## config.mk

```make
export PLATFORM = sky130hd
export DESIGN_NAME = noc_axi4_bridge_read_mo
export DESIGN_NICKNAME = d
export VERILOG_FILES = /design/src/rtl/noc_axi4_bridge_read_mo.sv
export SDC_FILE = /design/constraint.sdc
export NUM_CORES = 2
export LEC_CHECK = 0
export BUFFER_PORTS_ARGS = -buffer_cell sky130_fd_sc_hd__buf_4
export CAP_MARGIN = 0
export CORE_AREA = 2 2 479 481
export CTS_BUF_LIST = sky130_fd_sc_hd__clkbuf_8
export DETAILED_ROUTE_END_ITERATION = 6
export DIE_AREA = 0 0 481 483
export HOLD_SLACK_MARGIN = 0.08
export PLACE_DENSITY = 0.78
export REMOVE_ABC_BUFFERS = 1
export SYNTH_ARGS = -nofsm -noshare
export SYNTH_HDL_FRONTEND = slang
export SYNTH_HIERARCHICAL = 1
export SYNTH_SLANG_ARGS = --single-unit
export TNS_END_PERCENT = 10
```

## constraint.sdc

```tcl
create_clock -name clk -period 6 [get_ports clk]
set_input_delay 0.3 -clock clk [delete_from_list [all_inputs] [get_ports clk]]
set_output_delay 0.3 -clock clk [all_outputs]
set_load 0.02 [all_outputs]
```

## src/rtl/noc_axi4_bridge_read_mo.sv

```systemverilog
// Multi-outstanding NOC-to-AXI4 read bridge: up to OUTSTANDING AR bursts in flight,
// R beats reassembled into per-slot line buffers, responses retired in order or by completion.

`ifndef AXI4_DATA_WIDTH
`define AXI4_DATA_WIDTH 512
`endif
`ifndef AXI4_ADDR_WIDTH
`define AXI4_ADDR_WIDTH 64
`endif
`ifndef AXI4_ID_WIDTH
`define AXI4_ID_WIDTH 6
`endif
`ifndef AXI4_USER_WIDTH
`define AXI4_USER_WIDTH 11
`endif
`ifndef MSG_DATA_SIZE_WIDTH
`define MSG_DATA_SIZE_WIDTH 3
`endif

// One line buffer: tracks busy/done/err and assembles beats lane by lane.
module noc_axi4_bridge_read_mo_slot #(
  parameter int DWU    = 512,
  parameter int DW     = 512,
  parameter int IDW    = 6,
  parameter int BEAT_W = 1
) (
  input  logic           clk,
  input  logic           rst_n,
  input  logic           alloc,
  input  logic [IDW-1:0] alloc_id,
  input  logic           free,
  input  logic           r_wr,
  input  logic [DWU-1:0] rdata,
  input  logic           r_err,
  input  logic           r_last,
  output logic           busy,
  output logic           done,
  output logic           err,
  output logic [IDW-1:0] id,
  output logic [DW-1:0]  data
);
  localparam int MAX_BURST = DW / DWU;

  logic [BEAT_W-1:0]              beat;
  logic [MAX_BURST-1:0][DWU-1:0]  buf_q;
  logic                           take;

  // beats to idle or already-completed slots are stale and dropped
  assign take = r_wr && busy && !done;
  assign data = buf_q;

  always_ff @(posedge clk or negedge rst_n) begin
    if (!rst_n) begin
      busy <= 1'b0;
      done <= 1'b0;
      err  <= 1'b0;
      beat <= '0;
      id   <= '0;
    end else if (alloc) begin
      busy <= 1'b1;
      done <= 1'b0;
      err  <= 1'b0;
      beat <= '0;
      id   <= alloc_id;
    end else if (free) begin
      busy <= 1'b0;
      done <= 1'b0;
    end else if (take) begin
      err <= err | r_err;
      if (r_last) begin
        done <= 1'b1;
        beat <= '0;
      end else begin
        beat <= beat + BEAT_W'(1);
      end
    end
  end

  always_ff @(posedge clk or negedge rst_n) begin
    if (!rst_n) begin
      buf_q <= '0;
    end else begin
      for (int b = 0; b < MAX_BURST; b++)
        if (take && beat == BEAT_W'(b)) buf_q[b] <= rdata;
    end
  end
endmodule

module noc_axi4_bridge_read_mo #(
  parameter int AXI4_DAT_WIDTH_USED = `AXI4_DATA_WIDTH,
  parameter int OUTSTANDING         = 4,
  parameter int IN_ORDER            = 1
) (
  input  logic                              clk,
  input  logic                              rst_n,
  input  logic                              req_val,
  output logic                              req_rdy,
  input  logic [`AXI4_ADDR_WIDTH-1:0]       req_addr,
  input  logic [`MSG_DATA_SIZE_WIDTH-1:0]   req_size_log,
  input  logic [`AXI4_ID_WIDTH-1:0]         req_id,
  output logic                              resp_val,
  input  logic                              resp_rdy,
  output logic [`AXI4_ID_WIDTH-1:0]         resp_id,
  output logic [`AXI4_DATA_WIDTH-1:0]       resp_data,
  output logic                              resp_err,
  output logic [`AXI4_ID_WIDTH-1:0]         m_axi_arid,
  output logic [`AXI4_ADDR_WIDTH-1:0]       m_axi_araddr,
  output logic [7:0]                        m_axi_arlen,
  output logic [2:0]                        m_axi_arsize,
  output logic [1:0]                        m_axi_arburst,
  output logic                              m_axi_arlock,
  output logic [3:0]                        m_axi_arcache,
  output logic [2:0]                        m_axi_arprot,
  output logic [3:0]                        m_axi_arqos,
  output logic [3:0]                        m_axi_arregion,
  output logic [`AXI4_USER_WIDTH-1:0]       m_axi_aruser,
  output logic                              m_axi_arvalid,
  input  logic                              m_axi_arready,
  input  logic [`AXI4_ID_WIDTH-1:0]         m_axi_rid,
  input  logic [AXI4_DAT_WIDTH_USED-1:0]    m_axi_rdata,
  input  logic [1:0]                        m_axi_rresp,
  input  logic                              m_axi_rlast,
  input  logic [`AXI4_USER_WIDTH-1:0]       m_axi_ruser,
  input  logic                              m_axi_rvalid,
  output logic                              m_axi_rready
);
  localparam int DW        = `AXI4_DATA_WIDTH;
  localparam int AW        = `AXI4_ADDR_WIDTH;
  localparam int IDW       = `AXI4_ID_WIDTH;
  localparam int DWU       = AXI4_DAT_WIDTH_USED;
  localparam int SLOT_W    = (OUTSTANDING > 1) ? $clog2(OUTSTANDING) : 1;
  localparam int CNT_W     = $clog2(OUTSTANDING) + 1;
  localparam int MAX_BURST = DW / DWU;
  localparam int BEAT_W    = (MAX_BURST > 1) ? $clog2(MAX_BURST) : 1;
  localparam int DWU_LOG   = $clog2(DWU / 8);

  typedef struct packed {
    logic [AW-1:0]     addr;
    logic [7:0]        len;
    logic [2:0]        size;
    logic [SLOT_W-1:0] slot;
  } ar_req_t;

  typedef struct packed {
    logic [IDW-1:0] id;
    logic           err;
    logic [DW-1:0]  data;
  } resp_t;

  logic [OUTSTANDING-1:0]           busy, done, alloc, free, r_hit, slot_err;
  logic [OUTSTANDING-1:0][IDW-1:0]  slot_id;
  logic [OUTSTANDING-1:0][DW-1:0]   slot_data;
  logic [SLOT_W-1:0]                alloc_ptr, ret_ptr, alloc_slot, ret_slot, r_slot;
  logic [CNT_W-1:0]                 count;
  logic                             ar_pend, req_go, resp_go;
  ar_req_t                          ar_q, ar_d;
  resp_t                            ret;
  int                               bll;

  always_comb begin
    alloc_slot = alloc_ptr;
    ret_slot   = ret_ptr;
    if (IN_ORDER == 0) begin
      alloc_slot = '0;
      ret_slot   = '0;
      for (int i = OUTSTANDING - 1; i >= 0; i--) begin
        if (!busy[i])           alloc_slot = SLOT_W'(i);
        if (busy[i] && done[i]) ret_slot   = SLOT_W'(i);
      end
    end
  end

  assign req_rdy  = (count < CNT_W'(OUTSTANDING)) && (!ar_pend || m_axi_arready);
  assign req_go   = req_val && req_rdy;
  assign resp_val = busy[ret_slot] && done[ret_slot];
  assign resp_go  = resp_val && resp_rdy;
  assign r_slot   = m_axi_rid[SLOT_W-1:0];

  // negative beat-length log means a narrow single-beat transfer
  always_comb begin
    bll        = int'(req_size_log) - DWU_LOG;
    ar_d.addr  = req_addr;
    ar_d.slot  = alloc_slot;
    if (bll >= 0) begin
      ar_d.len  = 8'((1 << bll) - 1);
      ar_d.size = 3'(DWU_LOG);
    end else begin
      ar_d.len  = 8'd0;
      ar_d.size = 3'(req_size_log);
    end
  end

  always_ff @(posedge clk or negedge rst_n) begin
    if (!rst_n) begin
      ar_pend   <= 1'b0;
      ar_q      <= '0;
      alloc_ptr <= '0;
      ret_ptr   <= '0;
      count     <= '0;
    end else begin
      if (req_go) begin
        ar_pend   <= 1'b1;
        ar_q      <= ar_d;
        alloc_ptr <= alloc_ptr + SLOT_W'(1);
      end else if (m_axi_arready) begin
        ar_pend <= 1'b0;
      end
      if (resp_go) ret_ptr <= ret_ptr + SLOT_W'(1);
      case ({req_go, resp_go})
        2'b10:   count <= count + CNT_W'(1);
        2'b01:   count <= count - CNT_W'(1);
        default: count <= count;
      endcase
    end
  end

  always_comb begin
    for (int i = 0; i < OUTSTANDING; i++) begin
      alloc[i] = req_go && (alloc_slot == SLOT_W'(i));
      free[i]  = resp_go && (ret_slot == SLOT_W'(i));
      r_hit[i] = m_axi_rvalid && (r_slot == SLOT_W'(i));
    end
  end

  for (genvar g = 0; g < OUTSTANDING; g++) begin : g_slot
    noc_axi4_bridge_read_mo_slot #(
      .DWU(DWU), .DW(DW), .IDW(IDW), .BEAT_W(BEAT_W)
    ) u_slot (
      .clk     (clk),
      .rst_n   (rst_n),
      .alloc   (alloc[g]),
      .alloc_id(req_id),
      .free    (free[g]),
      .r_wr    (r_hit[g]),
      .rdata   (m_axi_rdata),
      .r_err   (m_axi_rresp[1]),
      .r_last  (m_axi_rlast),
      .busy    (busy[g]),
      .done    (done[g]),
      .err     (slot_err[g]),
      .id      (slot_id[g]),
      .data    (slot_data[g])
    );
  end

  always_comb begin
    ret = '0;
    if (resp_val) begin
      ret.id   = slot_id[ret_slot];
      ret.err  = slot_err[ret_slot];
      ret.data = slot_data[ret_slot];
    end
  end

  assign resp_id   = ret.id;
  assign resp_err  = ret.err;
  assign resp_data = ret.data;

  assign m_axi_arvalid  = ar_pend;
  assign m_axi_arid     = IDW'(ar_q.slot);
  assign m_axi_araddr   = ar_q.addr;
  assign m_axi_arlen    = ar_q.len;
  assign m_axi_arsize   = ar_q.size;
  assign m_axi_arburst  = 2'b01;
  assign m_axi_arlock   = 1'b0;
  assign m_axi_arcache  = 4'b0011;
  assign m_axi_arprot   = 3'b000;
  assign m_axi_arqos    = 4'b0000;
  assign m_axi_arregion = 4'b0000;
  assign m_axi_aruser   = '0;
  assign m_axi_rready   = 1'b1;

  logic unused_r;
  assign unused_r = ^{m_axi_ruser, m_axi_rid[IDW-1:SLOT_W], m_axi_rresp[0]};
endmodule

```

=== Word-level counts from Yosys, hierarchy flattened ===
Cells that the tools add are included.

* Equal/unequal tests: 15
* Bitwise operators: 8
* Add/sub/neg operators: 10
* $lt $le $gt $ge: 3
* Reductions and logical operators: 63
* Shifts and indexed selects: 1
* Muxes and demuxes: 64

{| class="wikitable"
|+ Operators by type and width
! operator !! number
|-
| $bmux W512 S2 || 1
|-
| $mux W519 || 1
|-
| $mux W512 || 1
|-
| $mux W1 || 54
|-
| $shl A1 B32 Y8 const A || 1
|-
| $logic_and A1 B1 Y1 || 28
|-
| $reduce_bool A3 Y1 || 8
|-
| $reduce_bool A2 Y1 || 10
|-
| $reduce_and A2 Y1 || 8
|-
| $eq A2 B2 Y1 const B || 7
|-
| $bmux W6 S2 || 1
|-
| $mux W11 || 1
|-
| $eq A2 B1 Y1 const B || 4
|-
| $ne A2 B1 Y1 const B || 4
|-
| $sub A8 B2 Y8 const B || 1
|-
| $bmux W1 S2 || 3
|-
| $logic_not A2 Y1 || 3
|-
| $mux W6 || 1
|-
| $pmux W3 S2 || 1
|-
| $logic_not A1 Y1 || 5
|-
| $add A1 B1 Y1 const B || 4
|-
| $add A2 B1 Y2 const B || 2
|-
| $ge A4 B1 Y1 const B || 1
|-
| $not A1 Y1 || 4
|-
| 7 further kinds || 10
|}

* Word-level logic and storage cells: 196
* Bits in registers: 2173
* Input port bits: 611

=== Depth between registers and ports, before layout ===
* Word-level depth: 7
* Mapped depth: 12

=== Hierarchy ===
The synthesis kept the hierarchy.

{| class="wikitable"
|+ Modules (own cells, without submodules)
! module !! instances !! cells an instance !! area each (µm²)
|-
| noc_axi4_bridge_read_mo_slot || 4 || 1110 || 21840.9
|-
| noc_axi4_bridge_read_mo || 1 || 1481 || 19722.7
|}

=== Worst setup path after synthesis ===
OpenSTA, ideal clock, no wires.

* Path kind: register to register
* From: reg ar_pend, in the netlist m_axi_arvalid
* To: reg g_slot[0].u_slot.id[0]
* Data required time: 5.875 ns
* Slack: 3.744 ns
* Arrival time: 2.131 ns
* Setup time: 0.125 ns
* Cell stages (with the launch flop): 8
* Path through: dfrtp_1 > nor2b_1 > nor3b_2 > buf_2 > buf_4 > and2_1 > clkbuf_1 > mux2_2

* Longest elaborated chain between the ends: 5

{| class="wikitable"
|+ RTL lines
! item !! line !! source
|-
| from (decl) || 155 || <nowiki>logic ar_pend, req_go, resp_go;</nowiki>
|-
| from (signal assigned) || 195 || <nowiki>ar_pend <= 1'b0;</nowiki>
|-
| from (signal assigned) || 202 || <nowiki>ar_pend <= 1'b1;</nowiki>
|-
| from (signal assigned) || 206 || <nowiki>ar_pend <= 1'b0;</nowiki>
|-
| $logic_not A1 Y1 || 173 || <nowiki>assign req_rdy = (count < CNT_W'(OUTSTANDING)) && (!ar_pend || m_axi_arready);</nowiki>
|-
| $logic_or A1 B1 Y1 || 173 ||
|-
| $logic_and A1 B1 Y1 || 173 ||
|-
| $logic_and A1 B1 Y1 || 174 || <nowiki>assign req_go = req_val && req_rdy;</nowiki>
|-
| $logic_and A1 B1 Y1 || 219 || <nowiki>alloc[i] = req_go && (alloc_slot == SLOT_W'(i));</nowiki>
|-
| named net alloc[0] || 150 || <nowiki>logic [OUTSTANDING-1:0] busy, done, alloc, free, r_hit, slot_err;</nowiki>
|-
| to (signal assigned) || 64 || <nowiki>id <= alloc_id;</nowiki>
|-
| to (decl) || 39 || <nowiki>output logic [IDW-1:0] id,</nowiki>
|}

The timed path passes the listed nets, and every way through them passes these cells.
A chain may end at the register's enable or synchronous reset.

=== Worst setup path after layout ===
* From: reg ret_ptr[1]
* To: out resp_data[71]

* Longest elaborated chain between the ends: 4
* Elaborated cells on any way between the ends: 8
* Those cells by class: mux: 7; reduce/logical: 1

{| class="wikitable"
|+ RTL lines
! item !! line !! source
|-
| from (decl) || 153 || <nowiki>logic [SLOT_W-1:0] alloc_ptr, ret_ptr, alloc_slot, ret_slot, r_slot;</nowiki>
|-
| from (signal assigned) || 208 || <nowiki>if (resp_go) ret_ptr <= ret_ptr + SLOT_W'(1);</nowiki>
|-
| $bmux W1 S2 || 175 || <nowiki>assign resp_val = busy[ret_slot] && done[ret_slot];</nowiki>
|-
| $mux W1 (not written as such) || 175 ||
|-
| $logic_and A1 B1 Y1 || 175 ||
|-
| $mux W519 (*) || 248 || <nowiki>if (resp_val) begin</nowiki>
|-
| to (decl) || 104 || <nowiki>output logic [`AXI4_DATA_WIDTH-1:0] resp_data,</nowiki>
|}

Every way passes the cells marked *; elsewhere a longest branch is shown, timed or not. The select of a mux whose other input is x is not followed.

==> impl_metrics.toml <==
[run_status]
outcome = "complete, no violations"

[synth]
avgSynthCellArea_sq_um = 18.1
yosysSeqAreaShare_pct = 50.6
synth_cells = 5921
synthArstFlopShare_pct = 100
synth_edf_count = 0
synth.ff_latch_count = 2167
synth_flop_cell = "dfrtp_1"
syn-cell-area_sq_um = 107000
yosysUniqueCellTypes = 43
yosys_warnings = 6

[sta]
finalSetupViolCount = 0
worst_pin_slew_ps = 1150
finalMaxSlewViolations = 0
max_slew_margin_pct = 23.2
finClkSkew_ps = 118
hold_viol = 0
fmax_ghz = 0.220
finalSetupTns_ps = 0
timing.final.crit_share_pct = 75.7
rsz0062_at_grt = "false"
finalCriticalPeriod_ps = 4540

[global_routing]
grt_pass1_vias = 72000
grt_usage_pct = 25.7
grt_max_degree = 193
grt_overflow = 0
grt_pass1_wl_um = 464000
antenna_found_initial = 72

[pwr]
p_per_area_nw_per_um2 = 527
p_leak_nw = 61.7
ir_drop_uv = 398

[clock_network]
cts_tree = "yes"
htree_levels = 5
hold_buffers = 1179
worstSkewPairLatency_ps = 1080
cts-resized-gates = 0
clock_path_buffers = 4
cts_setup_buffers = 0
clkSinkCount = 2167
clk_pin_slew_ps = 60
ctsRootBufferMaster = "clkbuf_8"
cts_buffers = 378

[detailed_routing]
detail-route-antenna-nets = 0
drcViolationCount = 0
post_drt_wl_per_cell_um = 26.0
firstDrtPassIters = 6
vias = 64200
vias_per_cell = 5.49
drtIter0Drc = 4605
routed_wl_um = 304000

[final_layout]
finish.instance_area_sq_um = 135000
synthToLayoutAreaGrowth_pct = 26.0
n_fill_cell = 15600
layout_common_cells = "2,165 x dfrtp_1, 1,920 x mux2_4, 1,258 x buf_4, 1,179 x dlygate4sd3_1, 524 x and2_1"
final_common_cell = "dfrtp_1"
drive_gt1_share_pct = 52.3
fin_nets = 8981

[floorplanning]
ios = 1244
die_w_um = 481
row_count = 175
die_y_um = 483
start_util_pct = 47.2
core_sq_um = 227000
dieArea_sq_um = 232000

[place]
port_buffers = 1193
gp_congestion = 0.848
placedInstanceArea_sq_um = 116000
dp_hpwl_um = 176000

[worst_setup_path]
cp_max_fo = 41
crit_required_ps = 5700
critPathCaptureType = "output port"
critPathKind = "reg -> out"
arrival_ps = 4240
start_kind = "flip-flop"

[flow_run]
cap_viol_max_count = 0

[min_path]
min_path_type = "in -> reg"
==> Yosys cell counts (all sizes together), types with 4 or more instances <==
master	number	area, sq um
a21o	4	30.0
a31oi	4	25.0
and2	524	3280
and3	5	31.3
and4bb	4	50.1
buf	420	5620
clkbuf	34	128
dfrtp	2167	54200
ha	10	125
inv	20	75.1
mux2	2145	31400
mux4	519	11700
nand2	5	18.8
nand2b	5	31.3
nand4bb	5	56.3
nor2	5	18.8
nor2b	7	43.8
nor3	8	40.0
o22ai	5	31.3
==> stage by stage <==
stage          power [mW]  setup slack (ps)  util, %  std cells  hold slack (ps)
2_1_floorplan        50.2            -17370        -       5499             4.41
3_3_place_gp         54.8              2410     50.9       9808              399
3_5_place_dp         55.9              2390     50.9       9808              406
4_1_cts              70.3              1250     59.4      11600             80.3
5_1_grt              74.1              1160     59.5      11700             81.9
6_report             71.1              1460     59.5      11700              179
==> worst paths after layout <==
path | startpoint | endpoint | slack, ps | cells past startpoint
max | ret_ptr[1]$_DFFE_PN0P_ | resp_data[71] | 1460 | 5
min | req_id[5] | g_slot[2].u_slot/id[5]$_DFFE_PN0P_ | 180 | 3
max reg2reg | ret_ptr[0]$_DFFE_PN0P_ | count[2]$_DFFE_PN0P_ | 2620 | 10
min reg2reg | count[0]$_DFFE_PN0P_ | count[0]$_DFFE_PN0P_ | 490 | 1
max in group asynchronous | rst_n | g_slot[3].u_slot/data[261]$_DFFE_PN0P_ | 4200 | 4
min in group asynchronous | rst_n | g_slot[2].u_slot/data[160]$_DFFE_PN0P_ | 680 | 4
==> metal layers <==
metal	vias to the layer above	GRT usage, %	wire, um
met5	-	0	197
met4	30	13.1	16800
met3	784	5.66	18800
met2	2475	41.2	147000
met1	34500	32.7	121000
li1	26500	-	-
==> power by group <==
group | internal (mW) | switching [mW] | leakage (nW) | total, mW
Sequential | 21.9 | 4.70 | 26.2 | 26.6
Clock | 7.21 | 6.28 | 4.24 | 13.5
Combinational | 18.5 | 12.5 | 31.3 | 31.0
==> logic make-up after synthesis <==
kind of cell	share of synthesized area, %
muxes	40.2
DFF	50.6
and+or+nand+nor	3.41
buffers and inverters	5.44
AOI/OAI and AO/OA	0.113
adders and majority gates	0.136
xor gates and xnor gates	0.0327
other	0.00701
==> final cells by class <==
class	instances	area (sq um)	area share, %
clock buffers	474	6520	4.83
clock inverters	169	858	0.636
diodes	68	170	0.126
well taps	3009	3760	2.79
repair buffers	2480	22100	16.4
flip-flops and latches	2167	54200	40.2
multi-input cells	3312	47200	35.0
inverters	20	82.6	0.0612
==> worst max-delay path, stage by stage (launching register included) <==
cell and delay, ps:
dfrtp_4 910, buf_4 620, buf_4 680, mux4_2 340
and2_1 410, buf_4 250
==> flip-flops by register name (all words and copies together) (netlist names) <==
register            cells
m_axi_arlen             2
g_slot.u_slot/data   2048
m_axi_araddr           64
m_axi_arid              2
g_slot.u_slot/done      4
alloc_ptr               2
count                   3
g_slot.u_slot/beat      4
g_slot.u_slot/busy      4
g_slot.u_slot/err       4
g_slot.u_slot/id       24
m_axi_arsize            3
ret_ptr                 2
m_axi_arvalid           1
(Power assumes the default switching activity.)
